<file path="config.mk">
export PLATFORM = sky130hd
export DESIGN_NAME = dfu_bank_rd_ctrl
export DESIGN_NICKNAME = d
export VERILOG_FILES = /design/src/rtl/dfu_bank_rd_ctrl.sv
export SDC_FILE = /design/constraint.sdc
export NUM_CORES = 1
export LEC_CHECK = 0
export CAP_MARGIN = 10
export CORE_MARGIN = 4
export CORE_UTILIZATION = 46
export DETAILED_ROUTE_END_ITERATION = 8
export PLACE_DENSITY = 0.78
export SLEW_MARGIN = 40
export SYNTH_ARGS = -nofsm -noshare
export SYNTH_HDL_FRONTEND = slang
export SYNTH_SLANG_ARGS = --single-unit
</file>
<file path="constraint.sdc">
create_clock -name clk -period 3.7 [get_ports clk]
set_clock_uncertainty 0.2 [all_clocks]
set_input_delay 0.74 -clock clk [delete_from_list [all_inputs] [get_ports clk]]
set_output_delay 0.74 -clock clk [all_outputs]
set_load 0.05 [all_outputs]
</file>
<file path="src/rtl/dfu_bank_rd_ctrl.sv">
// ---------------------------------------------------------------------------
// dfu_bank_rd_ctrl
//
// Read-side sequencer for the DFU ping-pong SRAM bank array. When the writer
// signals that bank A or bank B is full, the tile is read out word by word
// across all SRAM banks of that side in lockstep. The returning read data is
// pushed into a 4-entry output FIFO and handed downstream over valid/ready.
// When every word has left the FIFO, the bank is released back to the writer.
// Banks are always served in strict A, B, A, B order.
//
// Ports
//   clk, rst                 clock, asynchronous active-low reset
//   bank_a_full/bank_b_full  1-cycle "bank loaded" strobes from the writer
//   tile_len                 words per bank, sampled with the full strobe
//   dfu2ip_{a,b}_sram_rd_en  per-bank read enables (registered)
//   dfu2ip_{a,b}_sram_rd_addr per-bank read addresses (registered)
//   bank_{a,b}_data/_vld     SRAM read data, 1 cycle after rd_en
//   out_data/out_vld/out_rdy downstream word stream, bank i in slice i
//   bank_{a,b}_release       1-cycle "bank drained" strobes to the writer
//   active_bank              0 = A, 1 = B (bank being read or next in line)
//   busy                     sequencer not idle
//   ovf_err                  sticky: full strobe for an already pending bank
// ---------------------------------------------------------------------------
module dfu_bank_rd_ctrl #(
  parameter int no_of_sram_banks = 8,
  parameter int sram_addr        = 10,
  parameter int Es               = 8,
  parameter int FIFO_DEPTH       = 4
) (
  input  logic                                  clk,
  input  logic                                  rst,
  input  logic                                  bank_a_full,
  input  logic                                  bank_b_full,
  input  logic [sram_addr:0]                    tile_len,
  output logic [no_of_sram_banks-1:0]           dfu2ip_a_sram_rd_en,
  output logic [no_of_sram_banks*sram_addr-1:0] dfu2ip_a_sram_rd_addr,
  output logic [no_of_sram_banks-1:0]           dfu2ip_b_sram_rd_en,
  output logic [no_of_sram_banks*sram_addr-1:0] dfu2ip_b_sram_rd_addr,
  input  logic [no_of_sram_banks*Es-1:0]        bank_a_data,
  input  logic [no_of_sram_banks-1:0]           bank_a_vld,
  input  logic [no_of_sram_banks*Es-1:0]        bank_b_data,
  input  logic [no_of_sram_banks-1:0]           bank_b_vld,
  output logic [no_of_sram_banks*Es-1:0]        out_data,
  output logic                                  out_vld,
  input  logic                                  out_rdy,
  output logic                                  bank_a_release,
  output logic                                  bank_b_release,
  output logic                                  active_bank,
  output logic                                  busy,
  output logic                                  ovf_err
);

  localparam int DW = no_of_sram_banks * Es;
  localparam int LW = sram_addr + 1;
  localparam int PW = $clog2(FIFO_DEPTH);
  localparam int CW = PW + 1;
  localparam logic [CW-1:0] CRED_MAX = CW'(FIFO_DEPTH);

  typedef enum logic [1:0] {IDLE, RD, DRAIN, REL} state_t;

  state_t               state_reg, state_next;
  logic                 exp_bank_reg, exp_bank_next;
  logic                 pend_a_reg, pend_a_next;
  logic                 pend_b_reg, pend_b_next;
  logic [LW-1:0]        len_a_reg, len_a_next;
  logic [LW-1:0]        len_b_reg, len_b_next;
  logic                 ovf_reg, ovf_next;
  logic [sram_addr-1:0] addr_cnt_reg, addr_cnt_next;
  logic [LW-1:0]        words_rem_reg, words_rem_next;
  logic [CW-1:0]        credits_reg, credits_next;
  logic                 rd_en_a_reg, rd_en_b_reg;
  logic [sram_addr-1:0] rd_addr_a_reg, rd_addr_b_reg;

  logic [DW-1:0]        fifo_mem [FIFO_DEPTH];
  logic [PW-1:0]        wr_ptr_reg, rd_ptr_reg;
  logic [CW-1:0]        count_reg;

  logic                 issue;
  logic [sram_addr-1:0] issue_addr;
  logic                 rel_a, rel_b;
  logic                 exp_pend;
  logic [LW-1:0]        exp_len;
  logic                 push, pop, push_vld;
  logic [DW-1:0]        push_data;

  // The expected bank only toggles on leaving REL, so it is also the bank
  // being read whenever the sequencer is busy.
  assign exp_pend = exp_bank_reg ? pend_b_reg : pend_a_reg;
  assign exp_len  = exp_bank_reg ? len_b_reg  : len_a_reg;

  // -------------------------------------------------------------------------
  // Sequencer. The read of word 0 is issued on the IDLE->RD edge itself so
  // the registered rd_en appears two cycles after the full strobe; the word
  // counters therefore enter RD already advanced past word 0.
  // -------------------------------------------------------------------------
  always_comb begin
    state_next     = state_reg;
    exp_bank_next  = exp_bank_reg;
    addr_cnt_next  = addr_cnt_reg;
    words_rem_next = words_rem_reg;
    issue          = 1'b0;
    issue_addr     = '0;
    rel_a          = 1'b0;
    rel_b          = 1'b0;
    case (state_reg)
      IDLE: begin
        if (exp_pend) begin
          state_next     = RD;
          addr_cnt_next  = '0;
          words_rem_next = exp_len;
          if (exp_len != '0 && credits_reg != '0) begin
            issue          = 1'b1;
            addr_cnt_next  = sram_addr'(1);
            words_rem_next = exp_len - LW'(1);
          end
        end
      end
      RD: begin
        if (words_rem_reg == '0) begin
          state_next = DRAIN;
        end else if (credits_reg != '0) begin
          issue          = 1'b1;
          issue_addr     = addr_cnt_reg;
          addr_cnt_next  = addr_cnt_reg + sram_addr'(1);
          words_rem_next = words_rem_reg - LW'(1);
          if (words_rem_reg == LW'(1)) begin
            state_next = DRAIN;
          end
        end
      end
      DRAIN: begin
        // All credits back means every issued word has left the FIFO.
        if (credits_reg == CRED_MAX) begin
          state_next = REL;
        end
      end
      REL: begin
        rel_a         = ~exp_bank_reg;
        rel_b         = exp_bank_reg;
        exp_bank_next = ~exp_bank_reg;
        state_next    = IDLE;
      end
      default: state_next = IDLE;
    endcase
  end

  // -------------------------------------------------------------------------
  // Pending flags. A release and a new full strobe in the same cycle leave
  // the bank pending with the new length; a strobe for a bank that stays
  // pending is dropped and flagged.
  // -------------------------------------------------------------------------
  always_comb begin
    pend_a_next = pend_a_reg;
    pend_b_next = pend_b_reg;
    len_a_next  = len_a_reg;
    len_b_next  = len_b_reg;
    ovf_next    = ovf_reg;
    if (rel_a) pend_a_next = 1'b0;
    if (rel_b) pend_b_next = 1'b0;
    if (bank_a_full) begin
      if (pend_a_reg && !rel_a) begin
        ovf_next = 1'b1;
      end else begin
        pend_a_next = 1'b1;
        len_a_next  = tile_len;
      end
    end
    if (bank_b_full) begin
      if (pend_b_reg && !rel_b) begin
        ovf_next = 1'b1;
      end else begin
        pend_b_next = 1'b1;
        len_b_next  = tile_len;
      end
    end
  end

  // -------------------------------------------------------------------------
  // FIFO and credit bookkeeping. Credits cap the outstanding reads at the
  // FIFO depth, so a push never finds the FIFO full; the count guard only
  // protects against stray valid strobes.
  // -------------------------------------------------------------------------
  assign push_vld  = exp_bank_reg ? (&bank_b_vld) : (&bank_a_vld);
  assign push_data = exp_bank_reg ? bank_b_data : bank_a_data;
  assign push      = push_vld && (state_reg == RD || state_reg == DRAIN)
                     && (count_reg != CRED_MAX);
  assign pop       = out_vld && out_rdy;

  assign credits_next = credits_reg - CW'(issue) + CW'(pop);

  always_ff @(posedge clk or negedge rst) begin
    if (!rst) begin
      state_reg     <= IDLE;
      exp_bank_reg  <= 1'b0;
      pend_a_reg    <= 1'b0;
      pend_b_reg    <= 1'b0;
      len_a_reg     <= '0;
      len_b_reg     <= '0;
      ovf_reg       <= 1'b0;
      addr_cnt_reg  <= '0;
      words_rem_reg <= '0;
      credits_reg   <= CRED_MAX;
      rd_en_a_reg   <= 1'b0;
      rd_en_b_reg   <= 1'b0;
      rd_addr_a_reg <= '0;
      rd_addr_b_reg <= '0;
      wr_ptr_reg    <= '0;
      rd_ptr_reg    <= '0;
      count_reg     <= '0;
    end else begin
      state_reg     <= state_next;
      exp_bank_reg  <= exp_bank_next;
      pend_a_reg    <= pend_a_next;
      pend_b_reg    <= pend_b_next;
      len_a_reg     <= len_a_next;
      len_b_reg     <= len_b_next;
      ovf_reg       <= ovf_next;
      addr_cnt_reg  <= addr_cnt_next;
      words_rem_reg <= words_rem_next;
      credits_reg   <= credits_next;
      rd_en_a_reg   <= issue & ~exp_bank_reg;
      rd_en_b_reg   <= issue & exp_bank_reg;
      if (issue && !exp_bank_reg) rd_addr_a_reg <= issue_addr;
      if (issue && exp_bank_reg)  rd_addr_b_reg <= issue_addr;
      if (push) wr_ptr_reg <= wr_ptr_reg + PW'(1);
      if (pop)  rd_ptr_reg <= rd_ptr_reg + PW'(1);
      count_reg     <= count_reg + CW'(push) - CW'(pop);
    end
  end

  // One register per FIFO entry; cleared on reset so out_data reads 0.
  generate
    for (genvar gi = 0; gi < FIFO_DEPTH; gi++) begin : g_fifo
      always_ff @(posedge clk or negedge rst) begin
        if (!rst) begin
          fifo_mem[gi] <= '0;
        end else if (push && wr_ptr_reg == PW'(gi)) begin
          fifo_mem[gi] <= push_data;
        end
      end
    end
  endgenerate

  // All banks of a side share one address; fan it out per bank.
  generate
    for (genvar gi = 0; gi < no_of_sram_banks; gi++) begin : g_addr
      assign dfu2ip_a_sram_rd_addr[gi*sram_addr +: sram_addr] = rd_addr_a_reg;
      assign dfu2ip_b_sram_rd_addr[gi*sram_addr +: sram_addr] = rd_addr_b_reg;
    end
  endgenerate

  assign dfu2ip_a_sram_rd_en = {no_of_sram_banks{rd_en_a_reg}};
  assign dfu2ip_b_sram_rd_en = {no_of_sram_banks{rd_en_b_reg}};

  assign out_vld        = (count_reg != '0);
  assign out_data       = fifo_mem[rd_ptr_reg];
  assign bank_a_release = rel_a;
  assign bank_b_release = rel_b;
  assign active_bank    = exp_bank_reg;
  assign busy           = (state_reg != IDLE);
  assign ovf_err        = ovf_reg;

endmodule

</file>
==> results of run 1 <==
[stage by stage]
step	cell area, sq um	total power, mW	setup slack, ps	cells
CTS	21900	22.3	0.169	1990
finish	22000	22.0	96.0	1990
global placement	20700	18.4	458	1926
floorplan	17200	15.2	20.6	1243
global route	22000	23.3	0.571	1990
detailed placement	20700	18.7	376	1926
[per-layer routing]
| layer | vias to the layer above | track usage [%] |
|---|---|---|
| li1 | 4891 | - |
| met3 | 46 | 5.11 |
| met1 | 5558 | 24.2 |
| met2 | 349 | 36.2 |
| met4 | 0 | 4.01 |
| met5 | - | 0 |
[cells in the final DEF, fill, tap and decap left out, types with 19 or more instances in the layout]
| cell type | count |
|---|---|
| buf_4 | 20 |
| nor2_1 | 23 |
| inv_1 | 23 |
| dlygate4sd2_1 | 26 |
| clkbuf_16 | 37 |
| a22o_1 | 21 |
| nand2_1 | 25 |
| clkdlybuf4s50_1 | 357 |
| a21oi_1 | 19 |
| mux2_2 | 343 |
| dfrtp_1 | 333 |
| mux4_2 | 64 |
[cell families (layout without fill, tap and decap cells)]
| logic type | Yosys count | in the layout | share of synthesized area [%] |
|---|---|---|---|
| flip-flops | 337 | 337 | 49.2 |
| AND/OR/NAND/NOR | 112 | 112 | 3.54 |
| adder cells (fa/ha/maj) | 18 | 18 | 1.40 |
| AO/OA/AOI/OAI | 93 | 93 | 4.00 |
| XOR/XNOR | 21 | 21 | 1.07 |
| buffers and inverters | 242 | 521 | 9.05 |
| multiplexers | 420 | 420 | 31.7 |
[cell type report]
cell class / instances / area share [%]
Sequential cell: 337 / 38.5
Multi-Input combinational cell: 664 / 32.7
Timing Repair Buffer: 433 / 20.1
Clock buffer: 50 / 4.80
Tap cell: 468 / 2.67
Clock inverter: 14 / 0.821
Inverter: 24 / 0.410
[worst max-delay path by stage]
stage / start / endpoint / depth (start not counted)
floorplan: active_bank / credits_reg[1] / 18
global placement: active_bank / credits_reg[1] / 13
detailed placement: bank_b_vld[6] / count_reg[2] / 11
CTS: rd_ptr_reg[0] / out_data[25] / 3
global route: rd_ptr_reg[0] / out_data[35] / 3
finish: rd_ptr_reg[0] / out_data[35] / 3
[what timing repair did]
action / 4_1_cts / 5_1_grt
endpoints found under the hold margin: 0 / 0
resized for setup: 27 / 17
setup endpoints to repair: 27 / 17
hold buffers: 0 / 0
setup buffers: 0 / 0
[critical path: stages (launching register included)]
cell	delay, ps
dfrtp_4	640
buf_12	230
mux4_2	520
clkdlybuf4s50_1	730
[power groups by stage]
stage                     clock, mW  sequential [mW]  combinational (mW)
after floorplan                   0             6.22                9.03
after global placement            0             6.50                11.9
after detailed placement          0             6.62                12.1
after CTS                      3.80             6.57                11.9
after global routing           3.96             6.79                12.5
final                          3.71             6.56                11.8
==> flow_metrics.env, run 1 <==
export IMPL_grt_setup_unrepaired="false"
export IMPL_power_leakage_nw=9.57
export IMPL_syn_area_per_cell_sq_um=13.8
export IMPL_grt_max_degree=89
export IMPL_postLayoutCoreUtil_pct=59.8
export IMPL_cp_arrival_ps=2660
export IMPL_antenna_left=0
export IMPL_finalHoldViolCount=0
export IMPL_wl_met1_um=16300
export IMPL_routed_top_layer="met4"
export IMPL_multi_input_area_sq_um=7190
export IMPL_cts_sinks=337
export IMPL_status="finished clean"
export IMPL_clkPwrFrac_pct=16.8
export IMPL_cap_violations=0
export IMPL_report_final_slew_viol_count=0
export IMPL_die_height_um=201
export IMPL_synth_seq_cells=337
export IMPL_worstPathRequired_ps=2760
export IMPL_clk_insertion_delay_late_ps=540
export IMPL_largest_reg_flops=256
export IMPL_drc=0
export IMPL_routed_wl_um=41000
export IMPL_dr_wl_met2_um=21300
export IMPL_drive_gt1_share_pct=34.2
export IMPL_worst_setup_path_type="reg2out"
export IMPL_viasPerCell=5.45
export IMPL_grt_overflow=0
export IMPL_netSwitchingPower_mw=9.41
export IMPL_dieArea_sq_um=40400
export IMPL_startpoint_type="flip-flop"
export IMPL_rr_endpoint="credits_reg[2]"
export IMPL_num_vias=10800
export IMPL_worst_hold_slack_ps=44.5
export IMPL_clk_pin_slew_ps=60
export IMPL_synth_cells=1243
export IMPL_drtIter0Drc=600
export IMPL_grt_usage_pct=20.0
export IMPL_cts_buffers=37
export IMPL_yosys_warnings=0
export IMPL_yosysSeqAreaShare_pct=49.2
export IMPL_async_flop_share_pct=100
export IMPL_dp_hpwl_um=29200
export IMPL_initial_core_util_pct=46.7
export IMPL_die_x_um=201
export IMPL_power_density_nw_per_um2=1000
export IMPL_routabilityCongestion=0.817
export IMPL_fin_crit_sh_pct=97.4
export IMPL_antenna_cells=0
export IMPL_syn_cell_area_sq_um=17100
export IMPL_ios=406
export IMPL_antenna_found_initial=0
export IMPL_rows=70
export IMPL_fillers=2838
export IMPL_max_freq_mhz=277
export IMPL_combPwrFrac_pct=53.4
export IMPL_end_kind="output port"
export IMPL_rr_worst_depth=13
export IMPL_top_register="fifo_mem"
export IMPL_root_buffer="clkbuf_16"
export IMPL_synth_area_leaders="dfrtp_1, mux2_2, mux4_2, buf_4, ha_1"
export IMPL_h_tree_depth=2
export IMPL_core_sq_um=36700
export IMPL_synth_distinct_cells=63
export IMPL_cts_buffer_depth=3
export IMPL_synth_top_cells_by_count="mux2_2, dfrtp_1, buf_4, mux4_2, nand2_1"
export IMPL_wl_met3_um=2800
export IMPL_swShare_pct=42.7
export IMPL_grt_pass1_wl_um=65200
export IMPL_synth_nets=1421
export IMPL_drt_first_pass_iters=5
export IMPL_setup_viol=0
export IMPL_timing_rr_start="active_bank"
export IMPL_r2r_slack_ps=390
export IMPL_hold_class="in2async"
export IMPL_yosysTopAreaCell="dfrtp_1"
export IMPL_cp_max_fo=14
export IMPL_peakVddDrop_mv=0.607
export IMPL_tightest_slew_ps=759
export IMPL_seqPwrFrac_pct=29.8
export IMPL_layout_nets=1675
export IMPL_regArea_sq_um=8450
export IMPL_netlist_area_leader_share_pct=49.1
export IMPL_setup_tns_ps=0
export IMPL_relSlewSlack_pct=48.1
export IMPL_wl_per_cell_um=20.6
export IMPL_synth_most_common_cell="mux2_2"
export IMPL_internal_power_mw=12.6
export IMPL_io_buffers=405
export IMPL_synth_edf_count=0
export IMPL_syn_to_final_growth_pct=28.1
export IMPL_ys_flop_type="dfrtp_1"
export IMPL_fin_crit_ps=3600
export IMPL_cts_tree="done"
export IMPL_grt_pass1_vias=11700
Power figures use the tool's default switching activity.
==> run 2, diff against run 1 <==
--- a/config.mk
+++ b/config.mk
@@ -5,8 +5,7 @@
 export SDC_FILE = /design/constraint.sdc
 export NUM_CORES = 1
 export LEC_CHECK = 0
-export CAP_MARGIN = 10
-export CORE_MARGIN = 4
+export CORE_MARGIN = 2
 export CORE_UTILIZATION = 46
 export DETAILED_ROUTE_END_ITERATION = 8
 export PLACE_DENSITY = 0.78
==> flow_metrics.env, run 2 (synthesis gave the netlist of run 1 again) <==
export IMPL_status="finished clean"
export IMPL_core_sq_um=36600
export IMPL_initial_core_util_pct=46.8
export IMPL_antenna_found_initial=0
export IMPL_dieArea_sq_um=38800
export IMPL_worstSetupStartpoint="rd_ptr_reg[0]"
export IMPL_final_cells=2004
export IMPL_antenna_cells=0
export IMPL_fin_crit_ps=3600
export IMPL_grt_setup_unrepaired="false"
export IMPL_syn_to_final_growth_pct=28.7
export IMPL_power_leakage_nw=9.56
export IMPL_tightest_slew_ps=750
export IMPL_finalHoldViolCount=0
export IMPL_worstPathRequired_ps=2760
export IMPL_relSlewSlack_pct=50.0
export IMPL_crit_slowest_cell="clkdlybuf4s50_1"
export IMPL_cts_buffer_depth=3
export IMPL_setup_viol=0
export IMPL_crit_chain="buf_12 -> mux4_2 -> clkdlybuf4s50_1"
export IMPL_post_cts_setup_buffers=0
export IMPL_worst_setup_path_type="reg2out"
export IMPL_rows=70
export IMPL_drtIter0Drc=523
export IMPL_cp_max_fo=14
export IMPL_grt_pass1_wl_um=62800
export IMPL_grt_max_degree=92
export IMPL_die_height_um=197
export IMPL_setup_tns_ps=0
export IMPL_grt_overflow=0
export IMPL_end_kind="output port"
export IMPL_root_buffer="clkbuf_16"
export IMPL_cts_buffers=37
export IMPL_peakVddDrop_mv=0.643
export IMPL_critPathBufInv=2
export IMPL_busiest_layer="met2"
export IMPL_layout_nets=1686
export IMPL_largest_reg_flops=256
export IMPL_placed_area_sq_um=20800
export IMPL_timing_rr_start="active_bank"
export IMPL_use_met2_pct=36.6
export IMPL_holdBufCountCts=0
export IMPL_power_mw=22.2
export IMPL_grt_pass1_vias=11300
export IMPL_die_x_um=197
export IMPL_wl_per_cell_um=20.1
export IMPL_hold_class="in2async"
export IMPL_rr_endpoint="credits_reg[2]"
export IMPL_cp_arrival_ps=2660
export IMPL_clk_pin_slew_ps=60
export IMPL_ios=406
export IMPL_clk_insertion_delay_late_ps=540
export IMPL_cp_top_family="buffers and inverters"
export IMPL_r2r_slack_ps=330
export IMPL_drt_first_pass_iters=4
export IMPL_mostFrequentLayoutCells="clkdlybuf4s50_1, mux2_2, dfrtp_1"
export IMPL_layout_commonest_cell="clkdlybuf4s50_1"
export IMPL_top_register="fifo_mem"
export IMPL_fin_crit_sh_pct=97.2
export IMPL_antenna_left=0
export IMPL_dp_hpwl_um=29000
export IMPL_postLayoutCoreUtil_pct=60.2
export IMPL_stdcell_area_sq_um=22100
export IMPL_cts_sinks=337
export IMPL_drc=0
export IMPL_num_vias=11000
export IMPL_rr_worst_depth=13
export IMPL_report_final_slew_viol_count=0
export IMPL_gr_usage_met1_pct=26.1
export IMPL_cap_violations=0
export IMPL_grt_util_met3_pct=4.20
export IMPL_viasPerCell=5.47
export IMPL_routabilityCongestion=0.817
export IMPL_dp_cells=1937
export IMPL_startpoint_type="flip-flop"
export IMPL_routed_wl_um=40300
export IMPL_power_density_nw_per_um2=1000
export IMPL_max_freq_mhz=278
export IMPL_cts_tree="done"
export IMPL_io_buffers=405
export IMPL_grt_usage_pct=20.6
export IMPL_cpPeakStageDelay_ps=730
export IMPL_h_tree_depth=2
export IMPL_drive_gt1_share_pct=34.5
export IMPL_fillers=2862
## run 2: cell count changes in the layout (fill, tap and decap cells not counted), sizes merged
cell	delta
buf	+10
bufinv	-1
clkbuf	+2
clkdlybuf4s50	+8
clkinv	-2
clkinvlp	+2
dlygate4sd2	-1
dlymetal6s2s	-6
inv	+2
## run 2: final cells by class
type / count / area [sq um] / area share [%]
inverter: 24 / 90.1 / 0.408
sequential: 337 / 8450 / 38.3
clock buffer: 52 / 1050 / 4.77
tap: 468 / 586 / 2.65
timing repair buffer: 444 / 4530 / 20.5
clock inverter: 15 / 161 / 0.732
multi-input combinational: 664 / 7190 / 32.6
## run 2: routing by layer
metal  up-vias  wire length, um
li1       4929                -
met1      5639            16500
met2       341            20800
met3        44             2420
met4         0              631
met5         -                0
## run 2: worst register-to-register path, stage by stage (launching register included)
cell and delay (ps):
dfrtp_4 640, mux2i_1 340, ha_2 250, nor4b_1 320, or2_2 260, a211oi_4 90
nor2_1 100, inv_1 50, ha_1 260, inv_1 50, ha_1 130, inv_1 50
fa_1 390, xnor2_1 180
## run 2: how the worst max path moves through the flow
stage                     slack [ps]             end  cells past startpoint
after CTS                        0.5    out_data[41]                      3
final                            100    out_data[33]                      3
after floorplan                   20  credits_reg[1]                     18
after detailed placement         360  credits_reg[2]                     13
after global placement           410  credits_reg[1]                     13
after global routing               3    out_data[13]                      3
## run 2: timing repair
| item | CTS | global route |
|---|---|---|
| cloned | 0 | 0 |
| gates resized for setup | 26 | 11 |
| setup endpoints to repair | 26 | 11 |
## run 2: power by group
part,internal [mW],switching [mW]
registers,5.39,1.21
clock network,2.15,1.52
logic,5.10,6.79
## run 2: metrics by stage
step / hold WS, ps / worst slack (ps)
after floorplan: 244 / 20.6
after global placement: 258 / 406
after detailed placement: 265 / 361
after CTS: 28.5 / 0.543
after global routing: 45.6 / 2.71
final: 2.36 / 103
==> run 3, diff against run 2 <==
--- a/config.mk
+++ b/config.mk
@@ -5,10 +5,11 @@
 export SDC_FILE = /design/constraint.sdc
 export NUM_CORES = 1
 export LEC_CHECK = 0
+export CORE_ASPECT_RATIO = 1.5
 export CORE_MARGIN = 2
-export CORE_UTILIZATION = 46
+export CORE_UTILIZATION = 45
 export DETAILED_ROUTE_END_ITERATION = 8
-export PLACE_DENSITY = 0.78
+export PLACE_DENSITY = 0.76
 export SLEW_MARGIN = 40
 export SYNTH_ARGS = -nofsm -noshare
 export SYNTH_HDL_FRONTEND = slang
==> flow_metrics.env, run 3 (synthesis gave the netlist of run 1 again) <==
export IMPL_power_density_nw_per_um2=1010
export IMPL_final_setup_worst_slack_ps=160
export IMPL_core_sq_um=37600
export IMPL_antenna_found_initial=0
export IMPL_initial_core_util_pct=45.6
export IMPL_dp_hpwl_um=28100
export IMPL_status="finished clean"
export IMPL_final_cells=2002
export IMPL_viasPerCell=5.44
export IMPL_layout_nets=1668
export IMPL_antenna_left=0
export IMPL_hold_class="in2async"
export IMPL_power_leakage_nw=9.25
export IMPL_setup_viol=0
export IMPL_syn_to_final_growth_pct=27.6
export IMPL_dp_slack_ps=448
export IMPL_fin_crit_ps=3540
export IMPL_drt_first_pass_iters=7
export IMPL_ios=406
export IMPL_dp_cells=1943
export IMPL_root_buffer="clkbuf_16"
export IMPL_die_height_um=243
export IMPL_regArea_sq_um=8440
export IMPL_grt_overflow=0
export IMPL_finalHoldViolCount=0
export IMPL_peakVddDrop_mv=0.623
export IMPL_cp_max_fo=31
export IMPL_max_freq_mhz=282
export IMPL_wl_per_cell_um=20.3
export IMPL_cap_violations=0
export IMPL_cp_arrival_ps=2600
export IMPL_post_cts_setup_buffers=0
export IMPL_worst_hold_slack_ps=28.1
export IMPL_drtIter0Drc=468
export IMPL_antenna_cells=0
export IMPL_dieArea_sq_um=39700
export IMPL_io_buffers=405
export IMPL_rows=87
export IMPL_grt_pass1_vias=11400
export IMPL_routabilityCongestion=0.814
export IMPL_largest_reg_flops=256
export IMPL_tightest_slew_ps=731
export IMPL_report_final_slew_viol_count=0
export IMPL_top_register="fifo_mem"
export IMPL_crit_chain="buf_12 -> mux4_2 -> clkdlybuf4s50_1"
export IMPL_cts_buffer_depth=3
export IMPL_relSlewSlack_pct=51.2
export IMPL_setup_tns_ps=0
export IMPL_crit_slowest_cell="clkdlybuf4s50_1"
export IMPL_cpPeakStageDelay_ps=730
export IMPL_die_x_um=163
export IMPL_multi_input_area_sq_um=7190
export IMPL_mostFrequentLayoutCells="clkdlybuf4s50_1, mux2_2, dfrtp_1"
export IMPL_fin_crit_sh_pct=95.7
export IMPL_clk_insertion_delay_late_ps=520
export IMPL_routed_wl_um=40600
export IMPL_clk_pin_slew_ps=60
export IMPL_drive_gt1_share_pct=33.3
export IMPL_grt_setup_unrepaired="false"
export IMPL_grt_pass1_wl_um=63000
export IMPL_startpoint_type="flip-flop"
export IMPL_grt_usage_pct=20.4
export IMPL_drc=0
export IMPL_cts_resized_gates=0
export IMPL_num_vias=10900
export IMPL_end_kind="output port"
export IMPL_fillers=3018
export IMPL_cts_tree="done"
export IMPL_cts_sinks=337
export IMPL_h_tree_depth=2
export IMPL_worstPathRequired_ps=2760
export IMPL_worst_setup_path_type="reg2out"
export IMPL_cts_buffers=34
export IMPL_grt_max_degree=90
export IMPL_layout_commonest_cell="clkdlybuf4s50_1"
export IMPL_holdBufCountCts=0
==> run 3: power by group <==
group / internal, mW / switching (mW)
Sequential: 5.39 / 1.06
Clock: 2.18 / 1.41
Combinational: 5.22 / 6.91
Total: 12.8 / 9.38
==> run 3: per-layer routing <==
metal  global-route usage, %  vias to the layer above  wire length, um
met4                    7.37                        0             1220
li1                        -                     4857                -
met5                       0                        -                0
met2                    36.7                      387            21200
met1                    22.6                     5583            14800
met3                    5.79                       64             3420
==> run 3: final cells by class <==
class | count | area share, %
flip-flops and latches | 337 | 38.6
clock inverters | 8 | 0.652
clock buffers | 51 | 4.66
inverters | 24 | 0.412
well taps | 489 | 2.80
repair buffers | 429 | 20.0
multi-input cells | 664 | 32.9
==> run 3: critical path: cells and delay by family, from the launching register on <==
family	cells	cell delay, ps
buffers and inverters	2	980
flip-flops	1	440
multiplexers	1	610
==> run 3: path summary, 6_finish.rpt <==
path / start / to / slack [ps] / cells after the start
worst max-delay path: rd_ptr_reg[0] / out_data[23] / 160 / 3
worst min-delay path: rst / rd_en_b_reg / 30 / 1
worst max register to register: active_bank / credits_reg[1] / 450 / 13
worst min register to register: ovf_err / ovf_err / 280 / 2
max in group asynchronous: rst / fifo_mem[49] / 2360 / 2
min in group clk: ovf_err / ovf_err / 280 / 2
==> run 3: per-stage QoR <==
step                power [mW]  utilization, %  area [sq um]
floorplan                 15.2               -         17200
global placement          18.4            55.1         20700
detailed placement        18.7            55.1         20700
CTS                       22.4            58.2         21900
global route              23.3            58.2         21900
finish                    22.2            58.2         21900
